### src/rtl/axi_tdd_ng_pkg.sv
// Shared TDD controller types: the frame-timing state seen by the counter and
// every per-channel output stage.
package axi_tdd_ng_pkg;

    typedef enum logic [1:0] {
        IDLE    = 2'b00,
        ARMED   = 2'b01,
        WAITING = 2'b10,
        RUNNING = 2'b11
    } state_t;

endpackage

### src/rtl/axi_tdd_ng_counter.sv
// Frame-timing engine of the TDD controller: arm, optional sync, startup delay, burst of frames.
// Optional feature macro: TDD_SYNC_RESTART_EN (sync pulse restarts the sequence outside ARMED).
module axi_tdd_ng_counter
    import axi_tdd_ng_pkg::*;
#(
    parameter int REGISTER_WIDTH    = 32,
    parameter int BURST_COUNT_WIDTH = 32
) (
    input  logic                         clk,
    input  logic                         rst,
    input  logic                         tdd_enable,
    input  logic                         tdd_sync_ext_en,
    input  logic                         tdd_sync,
    input  logic                         tdd_sync_soft,
    input  logic [REGISTER_WIDTH-1:0]    tdd_startup_delay,
    input  logic [REGISTER_WIDTH-1:0]    tdd_frame_length,
    input  logic [BURST_COUNT_WIDTH-1:0] tdd_burst_count,
    output state_t                       tdd_cstate,
    output logic [REGISTER_WIDTH-1:0]    tdd_counter,
    output logic                         tdd_endof_frame,
    output logic                         tdd_endof_burst
);

    logic [BURST_COUNT_WIDTH-1:0] tally;

    logic                         trigger;
    logic                         restart;
    logic [REGISTER_WIDTH-1:0]    frame_last;
    logic [REGISTER_WIDTH-1:0]    counter_inc;
    logic                         delay_done;
    logic                         frame_done_next;
    logic                         burst_done_next;
    logic                         burst_done_wrap;
    logic                         first_eof;
    logic                         first_eob;
    state_t                       start_state;
    logic                         start_eof;
    logic                         start_eob;

    // Flags are registered, so each one is computed for the cycle being entered.
    always_comb begin
        trigger     = tdd_sync_ext_en ? (tdd_sync | tdd_sync_soft) : 1'b1;
        frame_last  = (tdd_frame_length <= REGISTER_WIDTH'(1)) ? '0
                    : tdd_frame_length - REGISTER_WIDTH'(1);
        counter_inc = tdd_counter + REGISTER_WIDTH'(1);
        delay_done  = ({1'b0, tdd_counter} + (REGISTER_WIDTH+1)'(1)) >= {1'b0, tdd_startup_delay};

        frame_done_next = counter_inc >= frame_last;
        burst_done_next = (tdd_burst_count != '0)
                        && (({1'b0, tally} + (BURST_COUNT_WIDTH+1)'(1)) >= {1'b0, tdd_burst_count});
        burst_done_wrap = (tdd_burst_count != '0)
                        && (({1'b0, tally} + (BURST_COUNT_WIDTH+1)'(2)) >= {1'b0, tdd_burst_count});

        first_eof = (frame_last == '0);
        first_eob = first_eof && (tdd_burst_count == BURST_COUNT_WIDTH'(1));

        start_state = (tdd_startup_delay == '0) ? RUNNING : WAITING;
        start_eof   = (tdd_startup_delay == '0) && first_eof;
        start_eob   = (tdd_startup_delay == '0) && first_eob;
    end

`ifdef TDD_SYNC_RESTART_EN
    assign restart = tdd_sync_ext_en & (tdd_sync | tdd_sync_soft);
`else
    assign restart = 1'b0;
`endif

    // Disable has priority over every other event; a restart outranks frame completion.
    always_ff @(posedge clk) begin
        if (rst || !tdd_enable) begin
            tdd_cstate      <= IDLE;
            tdd_counter     <= '0;
            tdd_endof_frame <= 1'b0;
            tdd_endof_burst <= 1'b0;
            tally           <= '0;
        end else begin
            case (tdd_cstate)
                IDLE: begin
                    tdd_cstate      <= ARMED;
                    tdd_counter     <= '0;
                    tdd_endof_frame <= 1'b0;
                    tdd_endof_burst <= 1'b0;
                    tally           <= '0;
                end
                ARMED: begin
                    tdd_counter <= '0;
                    tally       <= '0;
                    if (trigger) begin
                        tdd_cstate      <= start_state;
                        tdd_endof_frame <= start_eof;
                        tdd_endof_burst <= start_eob;
                    end else begin
                        tdd_endof_frame <= 1'b0;
                        tdd_endof_burst <= 1'b0;
                    end
                end
                WAITING: begin
                    tally <= '0;
                    if (restart) begin
                        tdd_cstate      <= start_state;
                        tdd_counter     <= '0;
                        tdd_endof_frame <= start_eof;
                        tdd_endof_burst <= start_eob;
                    end else if (delay_done) begin
                        tdd_cstate      <= RUNNING;
                        tdd_counter     <= '0;
                        tdd_endof_frame <= first_eof;
                        tdd_endof_burst <= first_eob;
                    end else begin
                        tdd_counter     <= counter_inc;
                        tdd_endof_frame <= 1'b0;
                        tdd_endof_burst <= 1'b0;
                    end
                end
                RUNNING: begin
                    if (restart) begin
                        tdd_cstate      <= start_state;
                        tdd_counter     <= '0;
                        tdd_endof_frame <= start_eof;
                        tdd_endof_burst <= start_eob;
                        tally           <= '0;
                    end else if (tdd_endof_frame && tdd_endof_burst) begin
                        tdd_cstate      <= ARMED;
                        tdd_counter     <= '0;
                        tdd_endof_frame <= 1'b0;
                        tdd_endof_burst <= 1'b0;
                        tally           <= '0;
                    end else if (tdd_endof_frame || tdd_counter >= frame_last) begin
                        tdd_counter     <= '0;
                        tdd_endof_frame <= first_eof;
                        tdd_endof_burst <= first_eof && burst_done_wrap;
                        tally           <= tally + BURST_COUNT_WIDTH'(1);
                    end else begin
                        tdd_counter     <= counter_inc;
                        tdd_endof_frame <= frame_done_next;
                        tdd_endof_burst <= frame_done_next && burst_done_next;
                    end
                end
                default: begin
                    tdd_cstate      <= IDLE;
                    tdd_counter     <= '0;
                    tdd_endof_frame <= 1'b0;
                    tdd_endof_burst <= 1'b0;
                    tally           <= '0;
                end
            endcase
        end
    end

endmodule

### config.mk
export PLATFORM = sky130hd
export DESIGN_NAME = axi_tdd_ng_counter
export DESIGN_NICKNAME = d
export VERILOG_FILES = /design/src/rtl/axi_tdd_ng_pkg.sv /design/src/rtl/axi_tdd_ng_counter.sv
export SDC_FILE = /design/constraint.sdc
export NUM_CORES = 1
export LEC_CHECK = 0
export ABC_AREA = 0
export ABC_CLOCK_PERIOD_IN_PS = 7600
export CAP_MARGIN = 20
export CORE_AREA = 4 4 165 231
export DETAILED_ROUTE_END_ITERATION = 16
export DIE_AREA = 0 0 169 235
export PLACE_DENSITY = 0.44
export SLEW_MARGIN = 10
export SYNTH_ARGS = -nofsm -noshare
export SYNTH_HDL_FRONTEND = slang
export SYNTH_SLANG_ARGS = --single-unit
### constraint.sdc
create_clock -name clk -period 7.6 [get_ports clk]
set_input_delay 1.52 -clock clk [delete_from_list [all_inputs] [get_ports clk]]
set_output_delay 1.52 -clock clk [all_outputs]
set_load 0.05 [all_outputs]
==> impl_summary.md <==
Logic synthesis
The number of instances in the synthesized netlist is 1173. In this run, distinct cell masters in the synthesized netlist total 67. The biggest area consumer among synthesized cells is sky130_fd_sc_hd__ha_1. The number of warnings issued by yosys is 0. The most frequently used cell type in the post-synthesis netlist is sky130_fd_sc_hd__ha_1. The post-synthesis sequential element count is 68. Of the synthesized area, sequential elements account for 15.2%.

After synthesis, the cell types taking the most area are sky130_fd_sc_hd__ha_1, sky130_fd_sc_hd__dfxtp_1, sky130_fd_sc_hd__xor2_1. The most used flip-flop cell after synthesis is sky130_fd_sc_hd__dfxtp_1. The complex-gate fraction of the synthesized area is 15.1%. The synthesized netlist net count is 1444.

The multiplexer share of the synthesized area is 0.112%. The async set-reset flop share out of synthesis is 0%. Summing the areas of all fa, ha and maj instances in the mapped netlist gives 23.7% of the synthesized area. By area, the combinational part of the netlist is dominated by simple AND/OR/NAND/NOR gates.

The mapped netlist covers 8930 µm². After Yosys synthesis, XOR and XNOR cells account for 11.4% of the synthesized area. Averaged over all synthesized cells, the footprint is 7.62 µm². The synthesized netlist devotes 29.0% of its cell area to simple gates. The number of synthesized flops with an enable pin is 0. The share of the synthesized area in the top cell type is 23.7%. By count the netlist is led by sky130_fd_sc_hd__ha_1, sky130_fd_sc_hd__nand2_1, sky130_fd_sc_hd__inv_1, sky130_fd_sc_hd__nor2_1, sky130_fd_sc_hd__a21oi_1.

Routing
The count of nets left with antenna violations once routing finished came out at 0. The count of unresolved DRC violations after routing is 0. In this run, the number of DRC markers left after iteration 0 of detailed routing was 294. After detailed routing, the total wire length is 31.3 mm. Using the TritonRoute via totals, the vias-per-cell ratio works out to 4.95. The number of vias in the routed layout is 8675. The detailed-router iteration count before antenna repair is 7. In the final routed layout, each cell accounts on average for 17.9 µm.

Global routing
Global routing used 15.6% of the available tracks. The pin count of the biggest net entering global routing is 37. The global-route wire length before repair is 48.9 mm. The number of antenna violations at the first check in global routing is 1. The via count of the first global-routing pass is 8804. Summed over all layers, the global routing overflow is 0.

Worst setup path
Measured in cells, the most critical reg-to-reg path has a length of 17. In this run the worst path has a maximum fanout of 6. The kind of start point of the critical path is an input pin. The critical path is of the input pin to register type. The kind of end point of the critical path is a register.

STA puts the critical path data arrival time at 6440 ps. The register-to-register setup slack is 2260 ps. The required time reported for the critical path endpoint is 7860 ps.

CTS
The clock buffer count from CTS is 9. TritonCTS built the clock tree. The post-CTS setup buffer count is 0. CTS placed an instance of sky130_fd_sc_hd__clkbuf_16 at the clock tree root. The clock passes through at most 2 buffers. CTS built an H-tree with a depth of 3. The clock latency at the later pin of the worst-skew pair is 340 ps. After clock tree synthesis, the clock-pin slew on the worst setup and hold paths is 50 ps. The quantity of hold-fixing buffers added after cts is 0. After clock tree synthesis, the repair step resized 0 gates. CTS saw 68 sinks.

Floorplan
The die extent in y is 235 µm. The area of the die is 39700 µm². The core region is 35800 µm². The floorplan step set the die width to 169 µm. The number of placement rows is 82.

The starting density of the core is 24.9%. The number of I/O pins is 138.

Cells and area
Measured on the finished design, the core utilization comes to 30.9%. The fill cell instance count of the final layout is 3866. The area growth from synthesis to layout is 23.8%. After the last flow step, the layout net total stands at 1558.

The layout cell share with drive strength beyond 1 is 3.10%. 0 antenna diodes ended up in the layout.

STA
Setup repair after global routing left no endpoint under its margin. Subtracting the final worst setup slack from the clock period gives 6180 ps. At the pin with the least slew margin, the transition time is 823 ps. The number of endpoints with negative hold slack in the final report is 0. Timing would allow up to 162 MHz.

The post-route clock period utilization is 81.3%. Setup violations remaining at the end of the flow were counted as 0. Measured against its own limit, the worst slew margin works out to 44.4%.

The largest clock skew in the final design is 4.65 ps. The sum of negative setup slack is 0 ps. The max-slew violation total from the final report came to 0.

Power and ir drop
For this design the ratio of total power to cell area is 85.4 nW/µm². Net switching is 26.8% of the power. In this run, the combinational gates consume 20.1% of the power. The leakage power total is 5.09 nW.

The highest ir drop seen on vdd is 0.106 mV. The internal cell power is 691 µW. The power share of the clock group is 41.9%.

The power dissipated by switching net loads is 253 µW. Sequential cells account for 38.0% of the total power.

Place
The detailed placer's ending HPWL is 27.0 mm. At the end of routability-driven placement, the weighted congestion stood at 0.881. The quantity of I/O buffers inserted on ports is 137.

Min path
The number of cells traversed by the worst hold path is 2. The class of the tightest hold or removal check is register to register.

Run status
The run finished with clean final reports.

Flow run
The tool flagged a number of max-cap violations equal to 0.
final timing paths:
check	from	end
worst min-delay path	tally[26]	tally[26]
worst min register to register	tally[26]	tally[26]
worst max register to register	tdd_counter[0]	tdd_counter[14]
worst max-delay path	tdd_frame_length[7]	tdd_endof_frame
flip-flops by register name, summed over array words and instances, names as in the netlist:
name             flops
tdd_counter         32
tdd_endof_frame      1
tdd_endof_burst      1
tdd_cstate           2
tally               32
cells in the final DEF, fill, tap and decap left out, types with 5 or more instances in the layout:
cell / Yosys / final
sky130_fd_sc_hd__and3_1: 16 / 16
sky130_fd_sc_hd__nor3b_1: 6 / 6
sky130_fd_sc_hd__ha_1: 169 / 169
sky130_fd_sc_hd__nor2b_1: 33 / 33
sky130_fd_sc_hd__nor3_1: 29 / 29
sky130_fd_sc_hd__nand3b_1: 8 / 8
sky130_fd_sc_hd__o21a_1: 9 / 9
sky130_fd_sc_hd__nand4_1: 43 / 43
sky130_fd_sc_hd__or4_1: 9 / 9
sky130_fd_sc_hd__inv_1: 80 / 80
sky130_fd_sc_hd__a21o_1: 36 / 36
sky130_fd_sc_hd__xor2_1: 59 / 59
sky130_fd_sc_hd__a31oi_1: 6 / 6
sky130_fd_sc_hd__o21ai_0: 40 / 40
sky130_fd_sc_hd__nor4_1: 31 / 31
sky130_fd_sc_hd__nand2_1: 121 / 121
sky130_fd_sc_hd__o211ai_1: 7 / 7
sky130_fd_sc_hd__clkbuf_16: 0 / 9
sky130_fd_sc_hd__nand3_1: 51 / 51
sky130_fd_sc_hd__dfxtp_1: 68 / 68
sky130_fd_sc_hd__clkdlybuf4s50_1: 0 / 137
sky130_fd_sc_hd__or3_1: 5 / 5
sky130_fd_sc_hd__buf_4: 3 / 9
sky130_fd_sc_hd__or2_2: 5 / 5
sky130_fd_sc_hd__a21oi_1: 77 / 77
sky130_fd_sc_hd__xnor2_1: 57 / 57
sky130_fd_sc_hd__a211oi_1: 7 / 7
sky130_fd_sc_hd__and4_1: 13 / 13
sky130_fd_sc_hd__nand2b_1: 5 / 5
sky130_fd_sc_hd__nor2_1: 78 / 78
power groups by stage:
stage | Combinational (mW) | Clock [mW] | Sequential, mW
2_1_floorplan | 0.0848 | 0 | 0.369
3_3_place_gp | 0.190 | 0 | 0.367
3_5_place_dp | 0.191 | 0 | 0.367
4_1_cts | 0.192 | 0.412 | 0.359
5_1_grt | 0.212 | 0.422 | 0.359
6_report | 0.190 | 0.396 | 0.359
area by class of cell:
type / instances / area (µm²) / share of cell area [%]
clock inverters: 1 / 7.51 / 0.0679
well taps: 462 / 578 / 5.23
multi-input cells: 981 / 7090 / 64.1
clock buffers: 13 / 270 / 2.44
flip-flops and latches: 68 / 1360 / 12.3
repair buffers: 147 / 1450 / 13.1
inverters: 80 / 300 / 2.72
layer usage:
layer / GRT usage, % / part of all wire, % / up-vias
li1: - / - / 4470
met1: 17.4 / 40 / 3981
met2: 29.3 / 52 / 173
met3: 2.39 / 4.0 / 49
met4: 6.18 / 3.5 / 2
met5: 0 / 0.042 / -
stage by stage:
stage          power (mW)  instances  setup WS (ps)  hold slack, ps  cell area (µm²)
2_1_floorplan       0.453       1173           2590             445             8930
4_1_cts             0.963       1751           1300             514            11000
3_5_place_dp        0.558       1737            915             507            10800
3_3_place_gp        0.557       1737            978             464            10800
6_report            0.945       1752           1420             506            11100
5_1_grt             0.993       1752           1090             537            11100
critical path, cell delays in order:
cell and delay [ps]:
sky130_fd_sc_hd__clkdlybuf4s50_1 510, sky130_fd_sc_hd__nor4_1 600, sky130_fd_sc_hd__nand3_1 380, sky130_fd_sc_hd__or4_1 530
sky130_fd_sc_hd__nor3_1 190, sky130_fd_sc_hd__xor2_1 170, sky130_fd_sc_hd__nand2_1 100, sky130_fd_sc_hd__ha_1 340
sky130_fd_sc_hd__and4_1 210, sky130_fd_sc_hd__nor4bb_1 740, sky130_fd_sc_hd__o211ai_1 170, sky130_fd_sc_hd__a31oi_1 270
sky130_fd_sc_hd__a2111oi_0 130, sky130_fd_sc_hd__o211ai_1 270, sky130_fd_sc_hd__a21oi_1 120, sky130_fd_sc_hd__o31ai_1 180
logic make-up (layout without fill, tap and decap cells):
kind of cell / after synthesis / in the layout
AO/OA/AOI/OAI: 215 / 215
XOR/XNOR: 116 / 116
adder cells (fa/ha/maj): 169 / 169
buffers and inverters: 124 / 241
flip-flops: 68 / 68
multiplexers: 1 / 1
AND/OR/NAND/NOR: 480 / 480
(Power assumes the default switching activity.)
